File: config.mk
export PLATFORM = sky130hd
export DESIGN_NAME = isq_wakeup_bcast
export DESIGN_NICKNAME = d
export VERILOG_FILES = /design/src/rtl/isq_wakeup_bcast_pkg.sv /design/src/rtl/wb_update_fifo.sv /design/src/rtl/isq_wakeup_bcast.sv
export SDC_FILE = /design/constraint.sdc
export NUM_CORES = 1
export LEC_CHECK = 0
export ABC_CLOCK_PERIOD_IN_PS = 3000
export CAP_MARGIN = 0
export CORE_ASPECT_RATIO = 2
export CORE_UTILIZATION = 40
export CTS_CLUSTER_DIAMETER = 60
export DETAILED_ROUTE_END_ITERATION = 8
export GPL_TIMING_DRIVEN = 0
export PLACE_DENSITY_LB_ADDON = 0.15
export SLEW_MARGIN = 0
export SYNTH_ARGS = -nofsm -noshare
export SYNTH_HDL_FRONTEND = slang
export SYNTH_SLANG_ARGS = --single-unit
File: constraint.sdc
create_clock -name clock -period 3 [get_ports clock]
set_input_delay 0.3 -clock clock [delete_from_list [all_inputs] [get_ports clock]]
set_output_delay 0.3 -clock clock [all_outputs]
set_load 0.02 [all_outputs]
File: src/rtl/isq_wakeup_bcast_pkg.sv
// Shared ISQ definitions: broadcast payload, ROB state encoding and the robid age compare
// used by both the wakeup broadcaster and the ISQ flush logic.
package isq_wakeup_bcast_pkg;

   localparam int ISQ_ROBID_W = 7;
   localparam int ISQ_COND_W  = 2;

   typedef enum logic [1:0] {
      ROB_STATE_IDLE     = 2'd0,
      ROB_STATE_ROLLBACK = 2'd1
   } rob_state_e;

   typedef struct packed {
      logic [ISQ_ROBID_W-1:0] robid;
      logic [ISQ_COND_W-1:0]  mask;
      logic [ISQ_COND_W-1:0]  in;
   } wb_update_t;

   // True when r is younger than flush; the MSB is the ROB wrap bit.
   function automatic logic robid_younger(input logic [ISQ_ROBID_W-1:0] flush,
                                          input logic [ISQ_ROBID_W-1:0] r);
      return flush[ISQ_ROBID_W-1] ^ r[ISQ_ROBID_W-1] ^
             (flush[ISQ_ROBID_W-2:0] < r[ISQ_ROBID_W-2:0]);
   endfunction

endpackage

File: src/rtl/wb_update_fifo.sv
// Multi-write, single-read circular buffer with per-slot live bits and a kill vector.
// Slots stay occupied when killed; only their live bit drops.
module wb_update_fifo #(
   parameter int NUM_WR = 2,
   parameter int DEPTH  = 4,
   parameter int DATA_W = 11,
   parameter int KEY_W  = 7
) (
   input  logic                      clock,
   input  logic                      reset,
   input  logic [NUM_WR-1:0]         wr_en,
   input  logic [NUM_WR-1:0]         wr_live,
   input  logic [NUM_WR*DATA_W-1:0]  wr_data,
   input  logic                      rd_en,
   input  logic [DEPTH-1:0]          kill,
   output logic [DEPTH*KEY_W-1:0]    slot_key,
   output logic [DATA_W-1:0]         head_data,
   output logic                      head_live,
   output logic [$clog2(DEPTH):0]    count
);

   localparam int PTR_W = $clog2(DEPTH);
   localparam int CNT_W = PTR_W + 1;
   localparam logic [CNT_W:0] DEPTH_EXT = (CNT_W+1)'(DEPTH);

   logic [DATA_W-1:0] mem [DEPTH];
   logic [DEPTH-1:0]  live_reg;
   logic [DEPTH-1:0]  live_next;
   logic [PTR_W-1:0]  head_reg;
   logic [PTR_W-1:0]  tail_reg;
   logic [CNT_W-1:0]  count_reg;
   logic [CNT_W-1:0]  count_next;
   logic [PTR_W-1:0]  wr_idx [NUM_WR];
   logic [CNT_W-1:0]  wr_num;
   logic [CNT_W:0]    fill_sum;

   // Writers are packed densely from the tail in ascending port order.
   always_comb begin
      wr_num = '0;
      for (int i = 0; i < NUM_WR; i++) begin
         wr_idx[i] = tail_reg + wr_num[PTR_W-1:0];
         wr_num    = wr_num + CNT_W'(wr_en[i]);
      end
   end

   always_comb begin
      live_next = live_reg & ~kill;
      if (rd_en) begin
         live_next[head_reg] = 1'b0;
      end
      for (int i = 0; i < NUM_WR; i++) begin
         if (wr_en[i]) begin
            live_next[wr_idx[i]] = wr_live[i];
         end
      end
      count_next = count_reg + wr_num - CNT_W'(rd_en);
   end

   always_ff @(posedge clock or posedge reset) begin
      if (reset) begin
         live_reg  <= '0;
         head_reg  <= '0;
         tail_reg  <= '0;
         count_reg <= '0;
      end else begin
         live_reg  <= live_next;
         head_reg  <= head_reg + PTR_W'(rd_en);
         tail_reg  <= tail_reg + wr_num[PTR_W-1:0];
         count_reg <= count_next;
      end
   end

   always_ff @(posedge clock) begin
      for (int i = 0; i < NUM_WR; i++) begin
         if (wr_en[i]) begin
            mem[wr_idx[i]] <= wr_data[i*DATA_W +: DATA_W];
         end
      end
   end

   generate
      for (genvar gi = 0; gi < DEPTH; gi++) begin : g_slot
         assign slot_key[gi*KEY_W +: KEY_W] = mem[gi][DATA_W-1 -: KEY_W];
      end
   endgenerate

   assign head_data = mem[head_reg];
   assign head_live = live_reg[head_reg];
   assign count     = count_reg;

   assign fill_sum = {1'b0, count_reg} + {1'b0, wr_num};

   a_no_overflow : assert property (@(posedge clock) disable iff (reset)
      fill_sum <= DEPTH_EXT);
   a_no_underflow : assert property (@(posedge clock) disable iff (reset)
      rd_en |-> (count_reg != '0));

endmodule

File: src/rtl/isq_wakeup_bcast.sv
// Transmit side of the ISQ condition-update broadcast: gathers writeback requests into an
// in-order FIFO and emits one update per cycle, dropping entries younger than a rollback flush.
module isq_wakeup_bcast
   import isq_wakeup_bcast_pkg::*;
#(
   parameter int NUM_SRC    = 2,
   parameter int FIFO_DEPTH = 4,
   parameter int ROBID_W    = ISQ_ROBID_W,
   parameter int COND_W     = ISQ_COND_W
) (
   input  logic                        clock,
   input  logic                        reset,
   input  logic [NUM_SRC-1:0]          src_valid,
   input  logic [NUM_SRC*ROBID_W-1:0]  src_robid,
   input  logic [NUM_SRC*COND_W-1:0]   src_mask,
   input  logic [NUM_SRC*COND_W-1:0]   src_in,
   output logic [NUM_SRC-1:0]          src_ready,
   input  logic [1:0]                  rob_state,
   input  logic                        flush_valid,
   input  logic [ROBID_W-1:0]          flush_robid,
   output logic                        update_valid,
   output logic [ROBID_W-1:0]          update_robid,
   output logic [COND_W-1:0]           update_mask,
   output logic [COND_W-1:0]           update_in,
   output logic [$clog2(FIFO_DEPTH):0] occupancy
);

   // ROBID_W/COND_W must match the package payload widths.
   localparam int DATA_W = $bits(wb_update_t);
   localparam int CNT_W  = $clog2(FIFO_DEPTH) + 1;

   logic [CNT_W-1:0]              count;
   logic [CNT_W-1:0]              free;
   logic [NUM_SRC-1:0]            wr_en;
   logic [NUM_SRC-1:0]            wr_live;
   logic [NUM_SRC*DATA_W-1:0]     wr_data;
   logic [FIFO_DEPTH-1:0]         kill;
   logic [FIFO_DEPTH*ROBID_W-1:0] slot_key;
   logic [DATA_W-1:0]             head_data;
   logic                          head_live;
   logic                          pop;
   logic                          flush_active;
   wb_update_t                    head;
   wb_update_t                    out_reg;

   assign flush_active = flush_valid && (rob_state == ROB_STATE_ROLLBACK);
   // Same-cycle pops are not credited, so readiness depends only on registered count.
   assign free = CNT_W'(FIFO_DEPTH) - count;
   assign pop  = (count != '0);

   generate
      for (genvar gi = 0; gi < NUM_SRC; gi++) begin : g_src
         wb_update_t req;
         assign req.robid = src_robid[gi*ROBID_W +: ROBID_W];
         assign req.mask  = src_mask[gi*COND_W +: COND_W];
         assign req.in    = src_in[gi*COND_W +: COND_W];

         assign src_ready[gi] = (free >= CNT_W'(gi + 1));
         assign wr_en[gi]     = src_valid[gi] & src_ready[gi];
         // Flushed requests still take their slot so ordering and readiness are unaffected.
         assign wr_live[gi]   = !(flush_active && robid_younger(flush_robid, req.robid));
         assign wr_data[gi*DATA_W +: DATA_W] = req;
      end

      for (genvar gi = 0; gi < FIFO_DEPTH; gi++) begin : g_kill
         assign kill[gi] = flush_active &&
                           robid_younger(flush_robid, slot_key[gi*ROBID_W +: ROBID_W]);
      end
   endgenerate

   wb_update_fifo #(
      .NUM_WR (NUM_SRC),
      .DEPTH  (FIFO_DEPTH),
      .DATA_W (DATA_W),
      .KEY_W  (ROBID_W)
   ) u_fifo (
      .clock     (clock),
      .reset     (reset),
      .wr_en     (wr_en),
      .wr_live   (wr_live),
      .wr_data   (wr_data),
      .rd_en     (pop),
      .kill      (kill),
      .slot_key  (slot_key),
      .head_data (head_data),
      .head_live (head_live),
      .count     (count)
   );

   assign head = head_data;

   // The popped slot sees this cycle's flush as well; the value already on the bus stays.
   always_ff @(posedge clock or posedge reset) begin
      if (reset) begin
         update_valid <= 1'b0;
         out_reg      <= '0;
      end else if (pop) begin
         update_valid <= head_live && !(flush_active && robid_younger(flush_robid, head.robid));
         out_reg      <= head;
      end else begin
         update_valid <= 1'b0;
      end
   end

   assign update_robid = out_reg.robid;
   assign update_mask  = out_reg.mask;
   assign update_in    = out_reg.in;
   assign occupancy    = count;

endmodule
==> impl_metrics.env, run 1 <==
export IMPL_grt_max_degree=24
export IMPL_core_area_um2=10600
export IMPL_pin_count=53
export IMPL_firstDrtPassIters=4
export IMPL_die_area_um2=11400
export IMPL_finalHoldViolations=0
export IMPL_ir_drop_v=0.000765
export IMPL_worstRegToRegCells=12
export IMPL_synth_nets=495
export IMPL_cts_root_buf="clkbuf_16"
export IMPL_path_clk_slew_ps=60
export IMPL_place_inst=600
export IMPL_gp_congestion=0.886
export IMPL_largest_register_ffs=44
export IMPL_worstPathMaxFanout=5
export IMPL_nFillCells=977
export IMPL_r2r_end="u_fifo.mem[3][2]"
export IMPL_antenna_found_initial=0
export IMPL_synth_common_cells="71 x nand2_1, 48 x inv_1, 46 x ha_1"
export IMPL_hpwl_um=8920
export IMPL_cts_tree="done"
export IMPL_synth_avg_cell_area_um2=10.6
export IMPL_synthMostInstantiatedCell="nand2_1"
export IMPL_numCtsBuffers=9
export IMPL_gr_total_overflow=0
export IMPL_timing_slew_headroom_pct=31.0
export IMPL_synth_cell_type_count=53
export IMPL_final_core_util_pct=52.9
export IMPL_reg2reg_slack_ps=80
export IMPL_finClkSkew_ps=8.25
export IMPL_yosys_warnings=0
export IMPL_cap_violations=0
export IMPL_cp_start_kind="flip-flop"
export IMPL_totalPowerFinal_mw=6.42
export IMPL_ys_flop_type="edfxtp_1"
export IMPL_yosysTopAreaCellShare_pct=30.1
export IMPL_rows=53
export IMPL_max_clock_path_buffers=2
export IMPL_crit_path_start="u_fifo.count[0]"
export IMPL_hp_start="update_in[0]"
export IMPL_r2r_start="u_fifo.count[0]"
export IMPL_period_needed_ps=2920
export IMPL_die_h_um=150
export IMPL_arrival_ps=3000
export IMPL_crit_type="flip-flop to flip-flop"
export IMPL_drc=0
export IMPL_final_setup_viol_count=0
export IMPL_diodes=0
export IMPL_wl_um=11800
export IMPL_fp_dieW_um=76.0
export IMPL_min_period_over_period_pct=97.2
export IMPL_hp_class="flip-flop to flip-flop"
export IMPL_start_util_pct=41.3
export IMPL_io_buffers=51
export IMPL_fmax_mhz=343
export IMPL_power_density_nw_per_um2=1140
export IMPL_ys_ff_latch=67
export IMPL_insertion_delay_ps=330
export IMPL_final_max_slew_viol_count=0
export IMPL_vias=3358
export IMPL_syn2layout_area_growth_pct=28.0
export IMPL_ys_top_cells_by_area="edfxtp_1 30%, dfrtp_1 13%, ha_1 13%"
export IMPL_finalNetCount=566
export IMPL_dr_first_iter_drc_count=153
export IMPL_stdcell_count=625
export IMPL_syn_area_um2=4390
export IMPL_cts_sinks=67
export IMPL_avgRoutedWirePerCell_um=18.9
export IMPL_power_leakage_nw=2.42
export IMPL_whs_endpoint="update_in[0]"
export IMPL_grt_pass1_wl_um=18300
export IMPL_synth_cells=412
export IMPL_drive_gt1_share_pct=16.2
export IMPL_synth_top_area_cell="edfxtp_1"
export IMPL_drt_vias_per_instance=5.37
export IMPL_endpoint_kind="flip-flop"
export IMPL_gr_usage_all_layers_pct=22.3
export IMPL_tightest_slew_ps=1030
export IMPL_synth_edff_count=44
export IMPL_ant_nets=0
export IMPL_grt_setup_unrepaired="true"
export IMPL_outcome="finished clean"
export IMPL_cts_hold_buf=0
export IMPL_holdPathStages=2
export IMPL_htree_levels=3
export IMPL_first_global_vias=3505
export IMPL_required_ps=3090
export IMPL_ys_seq_area_share_pct=43.3
export IMPL_synthArstFlopShare_pct=34.3
## kinds of logic (layout without fill, tap and decap cells)
kind of cell | Yosys count | after routing | share of synthesized area, %
AND/OR/NAND/NOR | 112 | 113 | 11.7
AO/OA/AOI/OAI | 75 | 76 | 10.6
flip-flops | 67 | 67 | 43.3
buffers and inverters | 62 | 136 | 5.65
adder cells (fa/ha/maj) | 47 | 47 | 13.6
multiplexers | 31 | 31 | 11.4
XOR/XNOR | 18 | 18 | 3.77
## how the worst max path moves through the flow
stage | to | slack (ps) | cells past startpoint
5_1_grt | u_fifo.count[2] | -30 | 13
2_1_floorplan | u_fifo.count[2] | 4 | 11
3_3_place_gp | u_fifo.mem[1][3] | -310 | 12
4_1_cts | u_fifo.mem[0][4] | 4 | 11
6_report | u_fifo.mem[3][2] | 80 | 12
3_5_place_dp | u_fifo.mem[1][3] | -320 | 12
## cells in the final DEF, fill, tap and decap left out, types with 3 or more instances in the layout
cell type	instances
nand2_1	67
clkdlybuf4s50_1	51
inv_1	47
edfxtp_1	44
ha_1	42
o21ai_0	28
dfrtp_1	21
mux2_2	18
xnor2_1	13
nor2_1	10
a21o_1	9
clkbuf_16	9
mux4_2	7
a21oi_1	7
nand2b_1	6
a31oi_1	6
nand3_1	6
o21ai_1	6
buf_4	6
clkbuf_1	5
buf_6	5
mux4_1	5
xor2_1	3
a21boi_0	3
o21ai_4	3
## stage by stage
step | setup TNS [ps] | setup WS (ps) | cell area (um^2) | hold WS [ps]
2_1_floorplan | 0 | 3.54 | 4440 | 302
3_3_place_gp | -13530 | -305 | 5120 | 455
3_5_place_dp | -15750 | -324 | 5120 | 458
4_1_cts | 0 | 4.27 | 5560 | 472
5_1_grt | -219 | -32.4 | 5620 | 492
6_report | 0 | 84.7 | 5620 | 467
## where the power goes
part	total [mW]	internal, mW	switching, mW
logic	3.44	1.55	1.89
clock network	1.13	0.729	0.406
registers	1.84	1.61	0.238
## metal layers
metal  track usage, %  part of all wire [%]  vias up
li1                 -                     -     1612
met3             2.99                   3.7       35
met5                0                     0        -
met1             19.9                    33     1612
met4             13.5                   5.2        0
met2             45.9                    58       99
## what timing repair did
| item | 4_1_cts | 5_1_grt |
|---|---|---|
| setup endpoints to repair | 81 | 79 |
| endpoints found under the hold margin | 0 | 0 |
| setup buffers | 5 | 2 |
| pin swaps | 4 | 2 |
| gates resized for setup | 16 | 7 |
| gates cloned | 2 | 0 |
## worst max-delay path: stages, from the launching register on
cell	delay [ps]
dfrtp_2	380
inv_1	80
ha_2	210
ha_4	270
or4b_4	490
nand2_4	100
inv_2	60
ha_4	170
xor2_4	170
buf_4	160
nand3_4	100
buf_6	140
mux2_2	330
## final cells by class
cell class | instances | area, um^2 | share of cell area [%]
Inverter | 49 | 184 | 3.28
Timing Repair Buffer | 58 | 579 | 10.3
Sequential cell | 67 | 1900 | 33.8
Clock buffer | 10 | 229 | 4.08
Buffer | 13 | 92.6 | 1.65
Tap cell | 137 | 171 | 3.05
Clock inverter | 6 | 88.8 | 1.58
Multi-Input combinational cell | 285 | 2370 | 42.2
Note: power is estimated with default switching activity, not from simulation.
==> run 2: changes to the inputs <==
- CELL_PAD_IN_SITES_DETAIL_PLACEMENT: unset -> 1
- CELL_PAD_IN_SITES_GLOBAL_PLACEMENT: unset -> 1
==> run 2 against run 1 <==
  * Clock skew is 1.5 ps higher
  * Via count is 3.1% higher
  * Clock-buffer cell count stayed put
  * Power is 0.82% higher
  * First-iteration DRC count is 3.9% higher
  * Flip-flop and latch count stayed put
  * Wire length is 9.3% higher
  * Critical path depth stayed put
  * Utilization is 0.082 points lower
  * Clock power is 6% lower
  * Fmax is 0.28% lower
==> impl_metrics.env, run 2 (synthesis gave the netlist of run 1 again) <==
export IMPL_finClkSkew_ps=9.75
export IMPL_gr_total_overflow=0
export IMPL_io_buffers=51
export IMPL_hpwl_um=9620
export IMPL_insertion_delay_ps=340
export IMPL_drc=0
export IMPL_min_period_over_period_pct=97.4
export IMPL_totalPowerFinal_mw=6.47
export IMPL_max_clock_path_buffers=2
export IMPL_final_setup_viol_count=0
export IMPL_cts_tree="done"
export IMPL_endpoint_kind="flip-flop"
export IMPL_arrival_ps=3010
export IMPL_critical_path_max_stage_delay_ps=480
export IMPL_worstPathMaxFanout=5
export IMPL_tightest_slew_ps=989
export IMPL_path_clk_slew_ps=60
export IMPL_cts_sinks=67
export IMPL_htree_levels=3
export IMPL_cap_violations=0
export IMPL_grt_max_degree=24
export IMPL_firstDrtPassIters=4
export IMPL_cts_root_buf="clkbuf_16"
export IMPL_fin_ws_ps=76.5
export IMPL_hp_class="flip-flop to flip-flop"
export IMPL_dr_first_iter_drc_count=159
export IMPL_antenna_found_initial=0
export IMPL_critPathBufInv=3
export IMPL_vias=3463
export IMPL_grt_setup_unrepaired="false"
export IMPL_drive_gt1_share_pct=16.3
export IMPL_start_util_pct=41.3
export IMPL_timing_slew_headroom_pct=34.0
export IMPL_holdPathStages=2
export IMPL_die_h_um=150
export IMPL_final_max_slew_viol_count=0
export IMPL_layout_common_cells="66 x nand2_1, 51 x clkdlybuf4s50_1, 47 x inv_1"
export IMPL_final_common_cell="nand2_1"
export IMPL_crit_type="flip-flop to flip-flop"
export IMPL_finalNetCount=568
export IMPL_rows=53
export IMPL_nFillCells=1171
export IMPL_multi_input_area_um2=2350
export IMPL_worstSetupPathDepth=12
export IMPL_dp_slack_ps=-404
export IMPL_power_density_nw_per_um2=1150
export IMPL_core_area_um2=10600
export IMPL_pin_count=53
export IMPL_avgRoutedWirePerCell_um=20.6
export IMPL_regArea_um2=1900
export IMPL_drt_vias_per_instance=5.52
export IMPL_fp_dieW_um=76.0
export IMPL_syn2layout_area_growth_pct=27.8
export IMPL_period_needed_ps=2920
export IMPL_critical_path_cell_chain="inv_1, ha_1, ha_1, or4b_4, nand2_2, inv_2, ha_4, xor2_4, nor2_1, nand2_2, buf_6, mux2_2"
export IMPL_diodes=0
export IMPL_cp_top_family="simple AND/OR/NAND/NOR gates"
export IMPL_gp_congestion=0.835
export IMPL_cts_hold_buf=0
export IMPL_outcome="finished clean"
export IMPL_ant_nets=0
export IMPL_power_leakage_nw=2.43
export IMPL_grt_pass1_wl_um=19800
export IMPL_ir_drop_v=0.000851
export IMPL_gr_usage_all_layers_pct=24.2
export IMPL_numCtsBuffers=9
export IMPL_first_global_vias=3697
export IMPL_required_ps=3090
export IMPL_die_area_um2=11400
export IMPL_wl_um=12900
export IMPL_fmax_mhz=342
export IMPL_finalHoldViolations=0
export IMPL_cp_start_kind="flip-flop"
export IMPL_largest_register_ffs=44
export IMPL_worstRegToRegCells=12
export IMPL_cp_slowest_cell="or4b_4"
-- run 2: routing by layer --
metal,vias up,track usage (%),wire (um)
li1,1611,-,-
met1,1747,22.5,4550
met2,80,48.3,7460
met3,25,3.66,344
met4,0,14.7,592
met5,-,0,0
-- run 2: worst paths after layout --
kind	start	to	slack (ps)
max	u_fifo.count[0]	u_fifo.mem[1][10]	80
max reg2reg	u_fifo.count[0]	u_fifo.mem[1][10]	80
min in group asynchronous	reset	update_mask[0]	490
max in group asynchronous	reset	u_fifo.count[1]	1830
min	update_robid[6]	update_robid[6]	470
min reg2reg	update_robid[6]	update_robid[6]	470
-- run 2: what timing repair did --
| action | in CTS | in global routing |
|---|---|---|
| resized for setup | 13 | 9 |
| gates cloned | 1 | 1 |
| pin swaps | 1 | 5 |
| endpoints found under the hold margin | 0 | 0 |
| setup endpoints to repair | 81 | 50 |
| setup buffers | 4 | 5 |
-- run 2: power by group --
part / switching, mW / internal (mW)
registers: 0.237 / 1.61
clock network: 0.414 / 0.643
logic: 1.98 / 1.59
total: 2.63 / 3.84
-- run 2: cell type report --
class | count | area share (%)
clock inverters | 6 | 1.14
multi-input cells | 284 | 41.9
flip-flops and latches | 67 | 33.9
well taps | 137 | 3.06
plain buffers | 13 | 1.58
clock buffers | 10 | 4.08
inverters | 49 | 3.28
repair buffers | 61 | 11.1
-- run 2: through the flow --
stage / setup TNS, ps / hold slack (ps) / util (%) / area, um^2 / instances
after floorplan: 0 / 302 / - / 4440 / 412
after global placement: -13450 / 457 / 48.3 / 5120 / 600
after detailed placement: -16690 / 460 / 48.3 / 5120 / 600
after CTS: 0 / 474 / 52.0 / 5520 / 621
after global routing: 0 / 502 / 52.8 / 5610 / 627
final: 0 / 473 / 52.8 / 5610 / 627
-- run 2: worst reg2reg max path, delay by kind of cell (launching register included) --
family,cells,cell delay [ps]
xor+xnor,1,250
buf+inv,3,290
flops,1,360
fa+ha+maj,3,650
simple gates,4,800
mux,1,340
